===== config.mk =====
export PLATFORM = sky130hd
export DESIGN_NAME = led_pattern_sequencer
export DESIGN_NICKNAME = d
export VERILOG_FILES = /design/src/rtl/led_pattern_sequencer.sv
export SDC_FILE = /design/constraint.sdc
export NUM_CORES = 1
export LEC_CHECK = 0
export CAP_MARGIN = 20
export CORE_MARGIN = 2
export CORE_UTILIZATION = 45
export DETAILED_ROUTE_END_ITERATION = 16
export HOLD_SLACK_MARGIN = 0.03
export PLACE_DENSITY = 0.69
export SYNTH_ARGS = -nofsm -noshare
export SYNTH_HDL_FRONTEND = slang
export SYNTH_SLANG_ARGS = --single-unit

===== constraint.sdc =====
create_clock -name clk_16mhz -period 4.4 [get_ports clk_16mhz]
set_input_delay 0.88 -clock clk_16mhz [delete_from_list [all_inputs] [get_ports clk_16mhz]]
set_output_delay 0.88 -clock clk_16mhz [all_outputs]
set_load 0.03 [all_outputs]

===== src/rtl/led_pattern_sequencer.sv =====
// Serial LED pattern player: loadable pattern, programmable bit period, shadow-register
// swap at pattern boundaries. Define LED_PWM_EN to add 8-bit PWM brightness dimming.
module led_pattern_sequencer #(
   parameter int unsigned              PATTERN_WIDTH   = 32,
   parameter int unsigned              TICK_DIV        = 2097152,
   parameter logic [PATTERN_WIDTH-1:0] DEFAULT_PATTERN = 32'hAF0AF0AF,
   localparam int unsigned             LEN_W           = $clog2(PATTERN_WIDTH) + 1
) (
   input  logic                     clk_16mhz,
   input  logic                     reset,
   input  logic [PATTERN_WIDTH-1:0] pattern_data,
   input  logic [LEN_W-1:0]         pattern_length,
   input  logic                     pattern_valid,
   output logic                     pattern_ready,
   input  logic                     repeat_mode,
`ifdef LED_PWM_EN
   input  logic [7:0]               brightness,
`endif
   output logic                     user_led,
   output logic                     busy,
   output logic                     wrap_pulse
);

   localparam int unsigned        BIT_W     = (PATTERN_WIDTH > 1) ? $clog2(PATTERN_WIDTH) : 1;
   localparam int unsigned        TICK_W    = $clog2(TICK_DIV);
   localparam logic [TICK_W-1:0]  TICK_LAST = TICK_W'(TICK_DIV - 1);
   localparam logic [LEN_W-1:0]   FULL_LEN  = LEN_W'(PATTERN_WIDTH);

   typedef enum logic {
      IDLE = 1'b0,
      PLAY = 1'b1
   } state_t;

   state_t                   state_q, state_d;
   logic [TICK_W-1:0]        tick_q, tick_d;
   logic [BIT_W-1:0]         bit_q, bit_d;
   logic [PATTERN_WIDTH-1:0] active_q, active_d;
   logic [LEN_W-1:0]         len_q, len_d;
   logic [PATTERN_WIDTH-1:0] shadow_data_q, shadow_data_d;
   logic [LEN_W-1:0]         shadow_len_q, shadow_len_d;
   logic                     shadow_full_q, shadow_full_d;
   logic                     led_q, led_d;
   logic                     led_bit;
   logic                     led_rst_val;
   logic                     tick_end, last_bit, pattern_end, accept;

   function automatic logic [LEN_W-1:0] clamp_len(input logic [LEN_W-1:0] l);
      return (l == '0 || l > FULL_LEN) ? FULL_LEN : l;
   endfunction

`ifdef LED_PWM_EN
   logic [7:0] pwm_cnt_q;

   always_ff @(posedge clk_16mhz) begin
      if (reset) pwm_cnt_q <= '0;
      else       pwm_cnt_q <= pwm_cnt_q + 8'd1;
   end

   assign led_bit     = active_q[bit_q] && (pwm_cnt_q < brightness);
   assign led_rst_val = DEFAULT_PATTERN[0] && (brightness != 8'd0);
`else
   assign led_bit     = active_q[bit_q];
   assign led_rst_val = DEFAULT_PATTERN[0];
`endif

   assign tick_end    = (tick_q == TICK_LAST);
   assign last_bit    = (LEN_W'(bit_q) == len_q - LEN_W'(1));
   assign pattern_end = (state_q == PLAY) && tick_end && last_bit;
   // The end-of-pattern decision below reads shadow_full_q, i.e. the pre-accept shadow.
   assign accept      = pattern_valid && !shadow_full_q;

   // NOTE: every signal driven here gets its default first, so no path can infer a latch.
   always_comb begin
      state_d       = state_q;
      tick_d        = tick_q;
      bit_d         = bit_q;
      active_d      = active_q;
      len_d         = len_q;
      shadow_data_d = shadow_data_q;
      shadow_len_d  = shadow_len_q;
      shadow_full_d = shadow_full_q;
      led_d         = 1'b0;

      unique case (state_q)
         PLAY: begin
            led_d = led_bit;
            if (tick_end) begin
               tick_d = '0;
               if (last_bit) begin
                  bit_d = '0;
                  if (shadow_full_q) begin
                     active_d      = shadow_data_q;
                     len_d         = shadow_len_q;
                     shadow_full_d = 1'b0;
                  end else if (!repeat_mode) begin
                     state_d = IDLE;
                  end
               end else begin
                  bit_d = bit_q + BIT_W'(1);
               end
            end else begin
               tick_d = tick_q + TICK_W'(1);
            end
         end
         IDLE: begin
            if (shadow_full_q) begin
               active_d      = shadow_data_q;
               len_d         = shadow_len_q;
               shadow_full_d = 1'b0;
               state_d       = PLAY;
               tick_d        = '0;
               bit_d         = '0;
            end
         end
         default: state_d = IDLE;
      endcase

      // Commit and accept are exclusive: commit needs a full shadow, accept an empty one.
      if (accept) begin
         shadow_data_d = pattern_data;
         shadow_len_d  = clamp_len(pattern_length);
         shadow_full_d = 1'b1;
      end
   end

   // NOTE: sequential state uses <= so every register samples pre-edge values.
   always_ff @(posedge clk_16mhz) begin
      if (reset) begin
         state_q       <= PLAY;
         tick_q        <= '0;
         bit_q         <= '0;
         active_q      <= DEFAULT_PATTERN;
         len_q         <= FULL_LEN;
         shadow_data_q <= '0;
         shadow_len_q  <= FULL_LEN;
         shadow_full_q <= 1'b0;
         led_q         <= led_rst_val;
      end else begin
         state_q       <= state_d;
         tick_q        <= tick_d;
         bit_q         <= bit_d;
         active_q      <= active_d;
         len_q         <= len_d;
         shadow_data_q <= shadow_data_d;
         shadow_len_q  <= shadow_len_d;
         shadow_full_q <= shadow_full_d;
         led_q         <= led_d;
      end
   end

   // Registers already hold the post-reset playback values; reset only masks the pins.
   assign user_led      = led_q && !reset;
   assign busy          = (state_q == PLAY) && !reset;
   assign wrap_pulse    = pattern_end && !reset;
   assign pattern_ready = !shadow_full_q && !reset;

endmodule

== Word level (Yosys, flattened, before mapping) ==
Index checks and enable logic that the tools add are counted.

* Bits in registers: 105
* Word-level logic and storage cells: 65
* Output and inout bits: 4
* Input bits: 42

* Reductions and logical operators: 14
* Muxes and demuxes: 29
* Equality and inequality tests: 7
* Add/subtract/negate cells: 3
* Bitwise operators: 1
* $lt $le $gt $ge: 2

{| class="wikitable"
|+ Operators with widths
! operator !! number
|-
| two-way mux 32 bit || 3
|-
| case mux 32 bit (2 select lines) || 1
|-
| two-way mux 21 bit || 2
|-
| case mux 21 bit (2 select lines) || 1
|-
| two-way mux 6 bit || 4
|-
| adder 21 x 1 -> 21 bit (second input constant) || 1
|-
| == test 21 bit (second input constant) || 1
|-
| two-way mux 5 bit || 3
|-
| case mux 6 bit (2 select lines) || 1
|-
| two-way mux 1 bit || 10
|-
| case mux 5 bit (2 select lines) || 1
|-
| logical AND 1 bit || 7
|-
| == test 5 x 6 -> 1 bit || 1
|-
| > comparator 6 bit (second input constant) || 1
|-
| zero test 6 bit || 1
|-
| less-than comparator 5 x 6 -> 1 bit (second input constant) || 1
|-
| inequality test 3 x 1 -> 1 bit (second input constant) || 2
|-
| AND reduction 2 bit || 3
|-
| subtractor 6 x 1 -> 6 bit (second input constant) || 1
|-
| adder 5 x 1 -> 5 bit (second input constant) || 1
|-
| binary-select mux 1 bit (select 5 bit) || 1
|-
| inequality test 2 x 1 -> 1 bit (second input constant) || 2
|-
| case mux 1 bit (2 select lines) || 2
|-
| zero test 1 bit || 2
|-
| other kinds (3) || 3
|}

== Longest topological paths before layout ==
* Depth after elaboration: 6
* Mapped depth: 11
* Depth with buffers taken out: 8

== Least setup slack after synthesis ==
OpenSTA, ideal clock, no wires.

* Path kind: reg-to-output
* From: register len_q[0]
* To: output port wrap_pulse
* Slack: 1.448 ns
* Cell stages (with the launch flop): 8
* Required time: 3.520 ns
* Path buffers: 0
* Data arrival time: 2.072 ns
* Path through: dfxtp_1 -> inv_1 -> ha_1 -> or3b_1 -> a211o_1 -> a211oi_2 -> nand3_1 -> nor2_1

* Cells in the longest elaborated chain, start to end: 4

{| class="wikitable"
|+ RTL lines
! item !! line !! text
|-
| start: declaration || 38 || <nowiki>logic [LEN_W-1:0] len_q, len_d;</nowiki>
|-
| start signal: assignment || 143 || <nowiki>len_q <= len_d;</nowiki>
|-
| subtractor 6 x 1 -> 6 bit || 67 || <nowiki>assign last_bit = (LEN_W'(bit_q) == len_q - LEN_W'(1));</nowiki>
|-
| == test 5 x 6 -> 1 bit || 67 ||
|-
| logical AND 1 bit || 68 || <nowiki>assign pattern_end = (state_q == PLAY) && tick_end && last_bit;</nowiki>
|-
| logical AND 1 bit || 154 || <nowiki>assign wrap_pulse = pattern_end && !reset;</nowiki>
|-
| end: declaration || 21 || <nowiki>output logic wrap_pulse</nowiki>
|}

No other way between the ends.

== Final worst setup path ==
* From: register tick_q[0]
* To: output port wrap_pulse

* Cells in the longest elaborated chain, start to end: 4

{| class="wikitable"
|+ RTL lines
! item !! line !! text
|-
| start: declaration || 35 || <nowiki>logic [TICK_W-1:0] tick_q, tick_d;</nowiki>
|-
| start signal: assignment || 140 || <nowiki>tick_q <= tick_d;</nowiki>
|-
| == test 21 bit || 66 || <nowiki>assign tick_end = (tick_q == TICK_LAST);</nowiki>
|-
| logical AND 1 bit (2 in series) || 68 ||
|-
| logical AND 1 bit || 154 ||
|}

No other way between the ends.

==> results.yml <==
global_routing:
  grt_pass1_wl_mm: 17.1
  grt_pass1_vias: 3740
  grt_max_degree: 72
  antenna_found_initial: 0
  grt.overflow.total: 0
  grt_use_total: 0.188
yosys:
  synth.top_cells.by_area: "dfxtp_1 (45%), a21oi_1 (7.3%), nand2_1 (7.0%), mux4_2 (4.3%), a211o_1 (3.9%)"
  syn_area_mm2: 0.00469
  synth-seq-area-share: 0.448
  synth_edf_count: 0
  synthDistinctLibCells: 52
  ys_warn_count: 0
  synth_nets: 579
  synthCells: 534
  synth_top_cell_by_area: "dfxtp_1"
  yosys.area.top_type_share: 0.448
  ys_seq_elements: 105
  synth_async_sr_flop_share: 0
  avgSynthCellArea_um2: 8.79
  synth_ff_type: "dfxtp_1"
floorplanning:
  core.rowCount: 37
  start_util: 0.459
  fp.dieH_um: 106
  fp.coreArea_mm2: 0.0102
  io_pins: 46
  dieArea_mm2: 0.0113
  dieWidth_um: 106
drt:
  wirelength_mm: 10.0
  vias_per_cell: 5.57
  vias: 3876
  ant_nets: 0
  first_pass_iters: 5
  wl_per_cell_um: 14.4
  drcViolationCount: 0
  drtIter0Drc: 176
clock_network:
  cts_htree_levels: 3
  postCtsHoldBufs: 0
  cts_tree: "done"
  clock-sinks: 105
  ctsResizeCount: 0
  cts_buffers: 9
  cts_root_buffer: "clkbuf_8"
  cts_setup_buffers: 0
  cts.clk_slew.worst_paths_ns: 0.10
  cts.path.max_buffers: 2
  worstSkewPairLatency_ns: 0.38
setup_path:
  crit_end: "wrap_pulse"
  required_ns: 3.52
  cp-start-kind: "register"
  worstPathArrival_ns: 3.09
  rr_worst_depth: 7
  endpoint_kind: "output port"
  criticalPathCategory: "register to output port"
  regToRegEndpoint: "active_q[2]"
  cp-startpoint: "tick_q[0]"
  r2r_start: "tick_q[0]"
  reg2reg_slack_ns: 1.45
  path_max_fanout: 9
worst_hold_path:
  hp-class: "register to register"
  worstHoldStart: "shadow_len_q[2]"
finish:
  final_core_util: 0.518
  fin_area_mm2: 0.00530
  drive_gt1_frac: 0.0875
  antenna_cells: 0
  nFillCells: 988
  layout.cells.non_filler: 696
  areaGrowthSynthToFinish_pct: 13.0
  layout_common_cells: "dfxtp_1 (105), nand2_1 (87), a21oi_1 (68)"
  mostFrequentLayoutCell: "dfxtp_1"
  final_nets: 600
sta:
  worst_slack_ns: 0.425
  rsz0062_at_grt: "false"
  fin_crit_ns: 3.97
  drv_slew: 0
  period_share: 0.903
  slew_headroom: 0.474
  fin_setup_tns_ns: 0
  hold_ws_ns: 0.459
  hold_violations: 0
  fmax_ghz: 0.252
  worstMarginPinSlew_ns: 0.786
  fin_skew_ns: 0.0140
  setup_violations: 0
pwr:
  seqPwrFrac: 0.571
  clkPwrFrac: 0.355
  swShare: 0.247
  p_int_mw: 1.30
  p_comb_frac: 0.073
  powerDensity_mw_per_mm2: 327
  leakagePower_nw: 1.86
  p_switching_mw: 0.428
  total_power_mw: 1.73
  irDropWorstVdd_uv: 296
place:
  placed_cells_incl_taps: 680
  portBuffers: 45
  placed_cell_area_mm2: 0.00510
  dp_hpwl_mm: 6.73
  pre_cts_ws_ns: 0.825
  gp_congestion: 0.831
run_status:
  status: "finished clean"
run:
  maxCapViolations: 0
[metal layers]
layer / vias to the layer above / wire (µm) / track usage / part of all wire
li1: 1953 / - / - / -
met1: 1846 / 4580 / 0.229 / 0.46
met3: 5 / 444 / 0.0533 / 0.044
met4: 0 / 75 / 0.0489 / 0.0075
met2: 72 / 4900 / 0.325 / 0.49
met5: - / 0 / 0 / 0
[kinds of logic (layout without fill, tap and decap cells)]
family                   after synthesis  count (layout)  synth area share
AO/OA/AOI/OAI                        150             150             0.195
XOR/XNOR                              14              14            0.0261
adder cells (fa/ha/maj)                3               3           0.00800
buffers and inverters                 48              74            0.0603
flip-flops                           105             105             0.448
multiplexers                          10              10            0.0453
AND/OR/NAND/NOR                      204             204             0.217
[power by group through the flow]
stage | Combinational (mW) | Sequential, mW | Clock [mW]
4_1_cts | 0.129 | 0.990 | 0.631
2_1_floorplan | 0.0811 | 1.00 | 0
3_5_place_dp | 0.129 | 1.01 | 0
6_report | 0.127 | 0.990 | 0.616
5_1_grt | 0.144 | 0.993 | 0.673
3_3_place_gp | 0.126 | 1.01 | 0
[cell usage after synthesis (all sizes together) (2+ instances only)]
library cell,instances
dfxtp,105
nand2,88
a21oi,68
nand3,33
o21ai,33
clkbuf,27
a211o,21
and3,21
nor2,17
buf,14
nor3,13
mux4,9
xor2,9
nand4,8
nand3b,7
o31ai,7
a31oi,6
nor2b,6
inv,5
xnor2,5
a211oi,4
and4,3
ha,3
a21o,2
and2,2
or3,2
[worst max-delay path, cell delays in order (launching register included)]
cell             delay (ns)
dfxtp_1                0.42
ha_1                   0.25
nand3_2                0.12
or3_1                  0.51
nor3_4                 0.41
nand3_1                0.12
nor2_1                 0.18
clkdlybuf4s50_1        0.70
[final cells by class]
cell class,instances,area (µm²),share of cell area
Multi-Input combinational cell,381,2310,0.435
Sequential cell,105,2100,0.396
Timing Repair Buffer,52,498,0.0939
Tap cell,136,170,0.0321
Clock buffer,10,128,0.0241
Clock inverter,6,73.8,0.0139
Inverter,6,22.5,0.00425
[sequential cells by signal, summed over array words and instances (netlist names)]
register	cells
active_q	32
shadow_data_q	32
tick_q	21
len_q	6
shadow_len_q	6
bit_q	5
led_q	1
shadow_full_q	1
state_q	1
[worst min path at each step]
| stage | to | slack [ns] | cells past startpoint |
|---|---|---|---|
| floorplan | shadow_len_q[5] | 0.43 | 1 |
| global placement | active_q[17] | 0.44 | 1 |
| detailed placement | shadow_data_q[15] | 0.45 | 2 |
| CTS | shadow_len_q[2] | 0.46 | 2 |
| global route | shadow_data_q[29] | 0.48 | 2 |
| finish | shadow_len_q[2] | 0.46 | 2 |
No activity file was read; power rests on OpenSTA's default activity.
